File: config.mk
export PLATFORM = sky130hd
export DESIGN_NAME = sisc_ctrl
export DESIGN_NICKNAME = d
export VERILOG_FILES = /design/src/rtl/sisc_ctrl.sv
export SDC_FILE = /design/constraint.sdc
export NUM_CORES = 1
export LEC_CHECK = 0
export CORE_MARGIN = 4
export CORE_UTILIZATION = 34
export CTS_BUF_LIST = sky130_fd_sc_hd__clkbuf_8
export CTS_CLUSTER_SIZE = 8
export DETAILED_ROUTE_END_ITERATION = 8
export MAX_ROUTING_LAYER = met4
export PLACE_DENSITY = 0.86
export SLEW_MARGIN = 20
export SYNTH_ARGS = -nofsm -noshare
export SYNTH_HDL_FRONTEND = slang
export SYNTH_SLANG_ARGS = --single-unit
export TNS_END_PERCENT = 30
File: constraint.sdc
create_clock -name clk -period 1.4 [get_ports clk]
set_input_delay 0.28 -clock clk [delete_from_list [all_inputs] [get_ports clk]]
set_output_delay 0.28 -clock clk [all_outputs]
set_load 0.02 [all_outputs]
File: src/rtl/sisc_ctrl.sv
// sisc_ctrl -- multi-cycle control unit for the SISC processor.
//
// Walks every instruction through FETCH, DECODE, EXECUTE, MEM and WRITEBACK.
// It also holds the processor status register {C,V,N,Z}, which is loaded from
// the ALU at the end of EXECUTE. It evaluates conditional branches in DECODE
// against that latched status.
//
// Ports:
//   clk       system clock
//   rst_f     asynchronous active-low reset
//   opcode    ir[31:28], stable from DECODE through WRITEBACK
//   mm        ir[27:24], branch condition mask {C,V,N,Z}
//   stat      ALU status {C,V,N,Z} (combinational from the ALU)
//   stat_en   ALU request to save its status
//   alu_op    ALU control: bit1 = non-arith (no status save), bit0 = immediate
//   pc_rst    clear PC
//   pc_write  PC load enable
//   pc_sel    0 = PC+1, 1 = branch target
//   br_sel    0 = absolute target, 1 = PC-relative target
//   ir_load   IR load enable
//   rb_sel    register-file read port B addresses Rd (store data)
//   mm_sel    memory address taken from the ALU result
//   dm_we     data-memory write enable
//   wb_sel    register writeback comes from memory
//   rf_we     register-file write enable
//   halted    processor halted
//   stat_q    current status register
//
// All outputs are a combinational decode of the state and the opcode. In
// DECODE they also depend on mm and stat_q. The reset value of the state
// register is START0. This means the reset-time outputs (pc_rst=1,
// alu_op=2'b10) appear as soon as rst_f falls.

module sisc_ctrl #(
    parameter logic [3:0] STAT_RESET = 4'b0000
) (
    input  logic       clk,
    input  logic       rst_f,
    input  logic [3:0] opcode,
    input  logic [3:0] mm,
    input  logic [3:0] stat,
    input  logic       stat_en,
    output logic [1:0] alu_op,
    output logic       pc_rst,
    output logic       pc_write,
    output logic       pc_sel,
    output logic       br_sel,
    output logic       ir_load,
    output logic       rb_sel,
    output logic       mm_sel,
    output logic       dm_we,
    output logic       wb_sel,
    output logic       rf_we,
    output logic       halted,
    output logic [3:0] stat_q
);

    // ------------------------------------------------------------------
    // Opcode map
    // ------------------------------------------------------------------
    localparam logic [3:0] OP_ALU_REG = 4'h1;
    localparam logic [3:0] OP_ALU_IMM = 4'h2;
    localparam logic [3:0] OP_BRA     = 4'h4;
    localparam logic [3:0] OP_BRR     = 4'h5;
    localparam logic [3:0] OP_BNE     = 4'h6;
    localparam logic [3:0] OP_BNR     = 4'h7;
    localparam logic [3:0] OP_LOD     = 4'h8;
    localparam logic [3:0] OP_STR     = 4'h9;
    localparam logic [3:0] OP_HLT     = 4'hF;

    // ALU control encodings
    localparam logic [1:0] ALU_REG  = 2'b00;
    localparam logic [1:0] ALU_IMM  = 2'b01;
    localparam logic [1:0] ALU_PASS = 2'b10;  // non-arith, never saves status
    localparam logic [1:0] ALU_ADDR = 2'b11;  // immediate address calculation

    typedef enum logic [2:0] {
        START0    = 3'd0,
        START1    = 3'd1,
        FETCH     = 3'd2,
        DECODE    = 3'd3,
        EXECUTE   = 3'd4,
        MEM       = 3'd5,
        WRITEBACK = 3'd6,
        HALT      = 3'd7
    } state_t;

    state_t     state_reg;
    state_t     state_next;
    logic [3:0] stat_reg;

    // ------------------------------------------------------------------
    // Opcode classification
    // ------------------------------------------------------------------
    logic is_alu_reg;
    logic is_alu_imm;
    logic is_alu;
    logic is_lod;
    logic is_str;
    logic is_mem_op;
    logic is_hlt;
    logic is_br_if;      // branch taken when the condition hits
    logic is_br_ifnot;   // branch taken when the condition misses
    logic is_br_rel;     // target is PC-relative

    assign is_alu_reg  = (opcode == OP_ALU_REG);
    assign is_alu_imm  = (opcode == OP_ALU_IMM);
    assign is_alu      = is_alu_reg | is_alu_imm;
    assign is_lod      = (opcode == OP_LOD);
    assign is_str      = (opcode == OP_STR);
    assign is_mem_op   = is_lod | is_str;
    assign is_hlt      = (opcode == OP_HLT);
    assign is_br_if    = (opcode == OP_BRA) | (opcode == OP_BRR);
    assign is_br_ifnot = (opcode == OP_BNE) | (opcode == OP_BNR);
    assign is_br_rel   = (opcode == OP_BRR) | (opcode == OP_BNR);

    // ------------------------------------------------------------------
    // Branch condition
    // ------------------------------------------------------------------
    // A zero mask means "always". That makes BRA/BRR unconditional, and
    // it makes the inverted forms BNE/BNR never taken.
    logic [3:0] cond_bits;
    logic       cond_hit;
    logic       br_taken;

    generate
        for (genvar gi = 0; gi < 4; gi++) begin : g_cond
            assign cond_bits[gi] = mm[gi] & stat_reg[gi];
        end
    endgenerate

    assign cond_hit = (mm == 4'b0000) | (|cond_bits);
    assign br_taken = (is_br_if & cond_hit) | (is_br_ifnot & ~cond_hit);

    // alu_op value held through EXECUTE, MEM and WRITEBACK
    logic [1:0] alu_op_active;

    always_comb begin
        alu_op_active = ALU_PASS;
        if (is_alu_reg) begin
            alu_op_active = ALU_REG;
        end else if (is_alu_imm) begin
            alu_op_active = ALU_IMM;
        end else if (is_mem_op) begin
            alu_op_active = ALU_ADDR;
        end
    end

    // ------------------------------------------------------------------
    // State register
    // ------------------------------------------------------------------
    always_ff @(posedge clk or negedge rst_f) begin
        if (!rst_f) begin
            state_reg <= START0;
        end else begin
            state_reg <= state_next;
        end
    end

    // ------------------------------------------------------------------
    // Next-state logic
    // ------------------------------------------------------------------
    always_comb begin
        state_next = state_reg;
        unique case (state_reg)
            START0:    state_next = START1;
            START1:    state_next = FETCH;
            FETCH:     state_next = DECODE;
            DECODE:    state_next = is_hlt ? HALT : EXECUTE;
            EXECUTE:   state_next = MEM;
            MEM:       state_next = WRITEBACK;
            WRITEBACK: state_next = FETCH;
            HALT:      state_next = HALT;
            default:   state_next = START0;
        endcase
    end

    // ------------------------------------------------------------------
    // Output decode
    // ------------------------------------------------------------------
    always_comb begin
        alu_op   = ALU_PASS;
        pc_rst   = 1'b0;
        pc_write = 1'b0;
        pc_sel   = 1'b0;
        br_sel   = 1'b0;
        ir_load  = 1'b0;
        rb_sel   = 1'b0;
        mm_sel   = 1'b0;
        dm_we    = 1'b0;
        wb_sel   = 1'b0;
        rf_we    = 1'b0;
        halted   = 1'b0;

        unique case (state_reg)
            START0: begin
                pc_rst = 1'b1;
            end
            START1: begin
            end
            FETCH: begin
                ir_load  = 1'b1;
                pc_write = 1'b1;
                pc_sel   = 1'b0;
            end
            DECODE: begin
                // The PC was already incremented in FETCH, so a relative
                // target is formed from PC+1.
                if (br_taken) begin
                    pc_write = 1'b1;
                    pc_sel   = 1'b1;
                    br_sel   = is_br_rel;
                end
            end
            EXECUTE: begin
                alu_op = alu_op_active;
            end
            MEM: begin
                alu_op = alu_op_active;
                if (is_mem_op) begin
                    mm_sel = 1'b1;
                end
                if (is_str) begin
                    rb_sel = 1'b1;
                    dm_we  = 1'b1;
                end
            end
            WRITEBACK: begin
                alu_op = alu_op_active;
                if (is_alu) begin
                    rf_we  = 1'b1;
                    wb_sel = 1'b0;
                end
                if (is_lod) begin
                    rf_we  = 1'b1;
                    wb_sel = 1'b1;
                    mm_sel = 1'b1;
                end
                if (is_str) begin
                    // Keep address and data selects stable for one more
                    // cycle, but do not write again.
                    rb_sel = 1'b1;
                    mm_sel = 1'b1;
                end
            end
            HALT: begin
                halted = 1'b1;
            end
            default: begin
            end
        endcase
    end

    // ------------------------------------------------------------------
    // Status register
    // ------------------------------------------------------------------
    // Only ALU register/immediate ops may update the status, and only on the
    // edge that ends EXECUTE. A stat_en seen in any other state or with any
    // other opcode is ignored.
    always_ff @(posedge clk or negedge rst_f) begin
        if (!rst_f) begin
            stat_reg <= STAT_RESET;
        end else if ((state_reg == EXECUTE) && stat_en && is_alu) begin
            stat_reg <= stat;
        end
    end

    assign stat_q = stat_reg;

endmodule

==> results.cfg, run 1 <==
[detailed_routing]
finalWirelength_mm = 2.57
wl_met3_um = 82
routed_met2_length_mm = 1.36
post_drt_via_cell_ratio = 5.31
m1WireLength_mm = 1.07
first_iter_violations = 10
final_antenna_net_count = 0
highest-signal-layer = met4
route.vias.total = 728
remaining_drc_errors = 0
routed_wire_length_per_instance_um = 18.7
drtPass1Iterations = 4

[final_layout]
most-common-layout-cells = 31 x sky130_fd_sc_hd__buf_4, 13 x sky130_fd_sc_hd__buf_6, 8 x sky130_fd_sc_hd__dlygate4sd2_1
finish.cell_count_without_fillers = 137
final.fill_count = 83
area_delta_synth_final_pct = 133
insertedDiodeCount = 0
final_net_count = 137
post_route_cells_drive_above_1_share_pct = 68.6
leading_cell_type_in_the_layout_fill_and_taps_excluded = sky130_fd_sc_hd__buf_4
finish.utilization_pct = 84.3

[clocking]
tritoncts_num_sinks = 7
cts_tree = done
worst_setup_hold_path_clk_slew_ns = 0.04
cts_bufs_inserted = 3
root_buffer_cell = sky130_fd_sc_hd__clkbuf_8
max-clock-path-buffers = 2
count_of_hold_buffers_inserted_by_post_cts_repair = 0
clock_latency_ns = 0.24
cts-htree-levels = 1

[power_and_ir_drop]
share_clk_of_total_power_pct = 12.9
power.total_mw = 2.27
share_comb_of_total_power_pct = 70.5
netSwitchingFraction_pct = 44.0
power.switching_uw = 996
seq_pwr_share_pct = 16.6
p_int_mw = 1.27
power_density_mw_per_mm2 = 1760
ir_drop_uv = 980
leakage_nw = 0.623

[worst_setup_path]
critical_path_depth = 6
worst-path-max-fanout = 3
timing.critical_path.max_delay_family = flip-flops
crit_buf_inv = 2
worst_r2r_path_depth = 6
critical-path-slowest-cell = sky130_fd_sc_hd__dfrtp_2
cpPeakStageDelay_ns = 0.39
critPathArrivalTime_ns = 1.75
crit_path_start_kind = register
crit_chain = a22o_1 > nor3_4 > mux2i_4 > buf_4 > o21ai_2 > buf_6
endpoint_kind = output port
worst-endpoint-required_ns = 1.12
type_of_the_setup_path_with_the_least_slack = register to output port

[floorplanning]
chipWidth_um = 48.2
die-height_um = 48.2
core_sq_mm = 0.00152
boundaryPins = 32
initial_utilization_pct = 36.1
placement_rows = 14
die_area_sq_mm = 0.00233

[yosys]
yosys_warnings = 0
synthesized_nets = 74
avgSynthCellArea_sq_um = 9.33
seq_area_frac_synth_pct = 31.8
synthesis.instances = 59
syn_area_sq_um = 551
post_synth_num_cell_types = 24
synth_seq_cells = 7

[status]
violated_checks = setup timing
run_status = finished, violations left

[global_route]
grt_usage_pct = 23.4
grt_first_pass_wirelength_mm = 3.53
grt_max_degree = 8
grt_antenna_before_repair = 0
first_global_vias = 716
gr-total-overflow = 0

[sta]
final_hold_vios = 0
clock.fmax_ghz = 0.492
grt_setup_unrepaired = yes
max-slew-margin-rel_pct = 77.9
tightest_slew_ns = 0.330
period_minus_slack_ns = 2.03
finalCritPeriodShare_pct = 145
postLayoutSetupSlackWorst_ns = -0.631
setup_viols_final = 17
final_max_slew_viol_count = 0
fin_worst_skew_ns = 0.00269

[place]
gp_routability_congestion = 0.821
pre_cts_slack_ns = -1.06
io_buffers = 31
dp.cells = 123
dpl.hpwl_mm = 1.48

[run]
maxCapViolCount = 0

[min_path]
hp-class = input pin to async pin
[metal layers]
metal	GRT usage (%)	vias up
li1	-	335
met1	25.7	364
met2	39.1	21
met3	6.64	8
met4	10.2	0
met5	-	-
[worst register-to-register path, delay by kind of cell (launching register included)]
family                 cells  cell delay [ns]
buffers and inverters      3             0.40
and+or+nand+nor            2             0.32
DFF                        1             0.41
muxes                      1             0.32
[metrics by stage]
stage | area, sq um | hold WS [ns] | TNS (ns)
after floorplan | 598 | -0.0156 | -1.03
after global placement | 1050 | 0.541 | -12.01
after detailed placement | 1050 | 0.548 | -12.83
after CTS | 1180 | 0.301 | -3.23
after global routing | 1280 | 0.323 | -5.81
final | 1280 | 0.310 | -5.15
[power by group through the flow]
stage / sequential (mW) / clock (mW) / combinational (mW)
after detailed placement: 0.355 / 0 / 1.20
after global routing: 0.385 / 0.311 / 1.68
final: 0.376 / 0.293 / 1.60
after global placement: 0.350 / 0 / 1.16
after floorplan: 0.419 / 0 / 0.523
after CTS: 0.355 / 0.289 / 1.32
[worst paths after layout]
check | to | slack [ns] | start
setup / recovery | pc_write | -0.63 | stat_q[1]$_DFFE_PN0P_
hold / removal | async pin | 0.31 | rst_f
setup reg to reg | stat_q[1]$_DFFE_PN0P_ | -0.16 | register
hold reg to reg | stat_q[2]$_DFFE_PN0P_ | 0.62 | stat_q[2]$_DFFE_PN0P_
max in group asynchronous | stat_q[0]$_DFFE_PN0P_ | 0.82 | rst_f
min in group clk | state_reg[1]$_DFF_PN0_ | 0.55 | opcode[1]
[Yosys cell counts (all sizes together)]
cell	number	area [sq um]
nor3	5	25.0
mux2i	2	20.0
nand2	1	3.75
a22o	2	17.5
and2b	1	7.51
a21oi	3	15.0
and2	1	7.51
a41oi	1	8.76
xnor2	2	25.0
o21ai	3	15.0
nor2	6	30.0
a21o	1	7.51
buf	3	27.5
clkbuf	1	5.00
dfrtp	7	175
nand2b	3	18.8
nand4	1	21.3
inv	5	18.8
mux2	4	60.1
nand3	2	10.0
nor4	5	31.3
[cells by family (layout without fill, tap and decap cells)]
family                 after synthesis  in the layout  synth area share (%)
XOR/XNOR                             2              2                  4.55
multiplexers                         6              6                  14.5
flip-flops                           7              7                  31.8
buffers and inverters                9             71                  9.32
AO/OA/AOI/OAI                       10             10                  11.6
AND/OR/NAND/NOR                     25             25                  28.2
[layout make-up]
cell class                 count  area, sq um  area share, %
inverter                       5         23.8           1.85
multi-input combinational     43          489           38.1
clock inverter                 1         3.75          0.292
clock buffer                   3         41.3           3.21
tap                           16         20.0           1.56
timing repair buffer          62          529           41.2
sequential                     7          178           13.8
[what timing repair did]
action / in CTS / in global routing
resized for setup: 115 / 16
buffers inserted: 4 / 8
endpoints found under the setup margin: 21 / 18
pin swaps: 9 / 5
No activity file was read; power rests on OpenSTA's default activity.
==> run 2: changes to the inputs <==
SKIP_LAST_GASP = 1   (was not set)
==> results.cfg, run 2 (same netlist as run 1, synthesis figures left out) <==
[floorplanning]
core_sq_mm = 0.00152
die-height_um = 48.2
die_area_sq_mm = 0.00233
initial_utilization_pct = 36.1
chipWidth_um = 48.2
boundaryPins = 32
placement_rows = 14

[clocking]
cts_tree = done
max-clock-path-buffers = 2
cts-htree-levels = 1
worst_setup_hold_path_clk_slew_ns = 0.04
root_buffer_cell = sky130_fd_sc_hd__clkbuf_8
clock_latency_ns = 0.23
cts_bufs_inserted = 3
count_of_hold_buffers_inserted_by_post_cts_repair = 0
tritoncts_num_sinks = 7

[detailed_routing]
m1WireLength_mm = 1.00
remaining_drc_errors = 0
wl_met3_um = 70
route.vias.total = 718
final_antenna_net_count = 0
first_iter_violations = 12
finalWirelength_mm = 2.44
highest-signal-layer = met4
routed_met2_length_mm = 1.33
routed_wire_length_per_instance_um = 17.7
post_drt_via_cell_ratio = 5.20
drtPass1Iterations = 3

[status]
run_status = finished, violations left
violated_checks = setup timing

[final_layout]
finish.utilization_pct = 84.7
finish.cell_count_without_fillers = 138
area_of_all_placed_cells_without_fillers_sq_mm = 0.00129
area_delta_synth_final_pct = 135
most-common-layout-cells = 29 x sky130_fd_sc_hd__buf_4, 13 x sky130_fd_sc_hd__buf_6, 10 x sky130_fd_sc_hd__clkdlybuf4s50_1
final.fill_count = 85
insertedDiodeCount = 0
leading_cell_type_in_the_layout_fill_and_taps_excluded = sky130_fd_sc_hd__buf_4
final_net_count = 138
post_route_cells_drive_above_1_share_pct = 63.9

[worst_setup_path]
endpoint_kind = output port
worst-endpoint-required_ns = 1.12
crit_path_start_kind = register
worst-path-max-fanout = 3
type_of_the_setup_path_with_the_least_slack = register to output port
r2r_setup_slack_ns = -0.10
timing.rr.end = stat_q[1]$_DFFE_PN0P_
critPathArrivalTime_ns = 1.72
worst_r2r_path_depth = 5

[global_route]
grt_max_degree = 8
first_global_vias = 671
grt_first_pass_wirelength_mm = 3.11
grt_usage_pct = 20.9
grt_antenna_before_repair = 0
gr-total-overflow = 0

[power_and_ir_drop]
share_clk_of_total_power_pct = 12.2
ir_drop_uv = 1080
share_comb_of_total_power_pct = 72.0
seq_pwr_share_pct = 15.8
power.switching_uw = 986
power_density_mw_per_mm2 = 1810
netSwitchingFraction_pct = 42.2
leakage_nw = 0.613
p_int_mw = 1.35

[sta]
tightest_slew_ns = 0.336
max-slew-margin-rel_pct = 77.4
setup-tns-final_ns = -5.86
final_hold_vios = 0
fin_worst_skew_ns = 0.000721
final_max_slew_viol_count = 0
period_minus_slack_ns = 2.00
clock.fmax_ghz = 0.500
finalCritPeriodShare_pct = 143
postLayoutSetupSlackWorst_ns = -0.599
grt_setup_unrepaired = yes
setup_viols_final = 20

[place]
gp_routability_congestion = 0.821
dp.cells = 123
placed_area_sq_mm = 0.00105
io_buffers = 31
dpl.hpwl_mm = 1.48

[run]
maxCapViolCount = 0

[min_path]
hp-class = input pin to async pin
## run 2: changes by cell type in the layout (fill, tap and decap cells not counted), sizes merged
cell / change
buf: -3
clkdlybuf4s50: +4
clkbuf: -1
dlygate4sd2: +1
## run 2: worst max path at each step
stage,from,to,slack (ns),cells after the start
CTS,stat_q[1]$_DFFE_PN0P_,pc_write,-0.62,6
floorplan,stat_q[0]$_DFFE_PN0P_,pc_write,-0.20,4
detailed placement,mm[0],pc_write,-1.06,6
global route,stat_q[0]$_DFFE_PN0P_,pc_write,-0.63,6
global placement,mm[0],pc_write,-1.02,6
finish,stat_q[0]$_DFFE_PN0P_,pc_write,-0.60,6
## run 2: routing by layer
metal | GRT usage, % | vias up
met3 | 7.01 | 4
met4 | 8.06 | 0
met5 | - | -
li1 | - | 339
met2 | 33.1 | 15
met1 | 24.3 | 360
## run 2: repair_timing
action	4_1_cts	5_1_grt
setup buffers	4	7
gates resized for setup	73	31
pin swaps	7	5
setup endpoints to repair	21	21
## run 2: stage by stage
step	total power [mW]	hold slack, ns	setup WS, ns
floorplan	0.942	-0.0156	-0.197
global placement	1.51	0.541	-1.02
detailed placement	1.56	0.548	-1.06
CTS	1.96	0.301	-0.619
global route	2.44	0.321	-0.632
finish	2.34	0.306	-0.599
## run 2: worst max-delay path, stage by stage, from the launching register on
cell and delay, ns:
sky130_fd_sc_hd__dfrtp_2 0.39, sky130_fd_sc_hd__a22o_1 0.24, sky130_fd_sc_hd__nor3_4 0.23, sky130_fd_sc_hd__mux2i_4 0.32
sky130_fd_sc_hd__buf_6 0.13, sky130_fd_sc_hd__o21ai_2 0.05, sky130_fd_sc_hd__buf_6 0.12
## run 2: layout make-up
| type | count | area, sq um | share of cell area [%] |
|---|---|---|---|
| flip-flops and latches | 7 | 178 | 13.8 |
| multi-input cells | 43 | 467 | 36.1 |
| clock inverters | 1 | 3.75 | 0.291 |
| well taps | 16 | 20.0 | 1.55 |
| clock buffers | 3 | 41.3 | 3.20 |
| inverters | 5 | 28.8 | 2.23 |
| repair buffers | 63 | 553 | 42.8 |
## run 2: power by group through the flow
stage | sequential (mW) | combinational [mW] | clock [mW]
2_1_floorplan | 0.419 | 0.523 | 0
3_3_place_gp | 0.350 | 1.16 | 0
3_5_place_dp | 0.355 | 1.20 | 0
4_1_cts | 0.352 | 1.32 | 0.289
5_1_grt | 0.375 | 1.76 | 0.305
6_report | 0.368 | 1.68 | 0.286
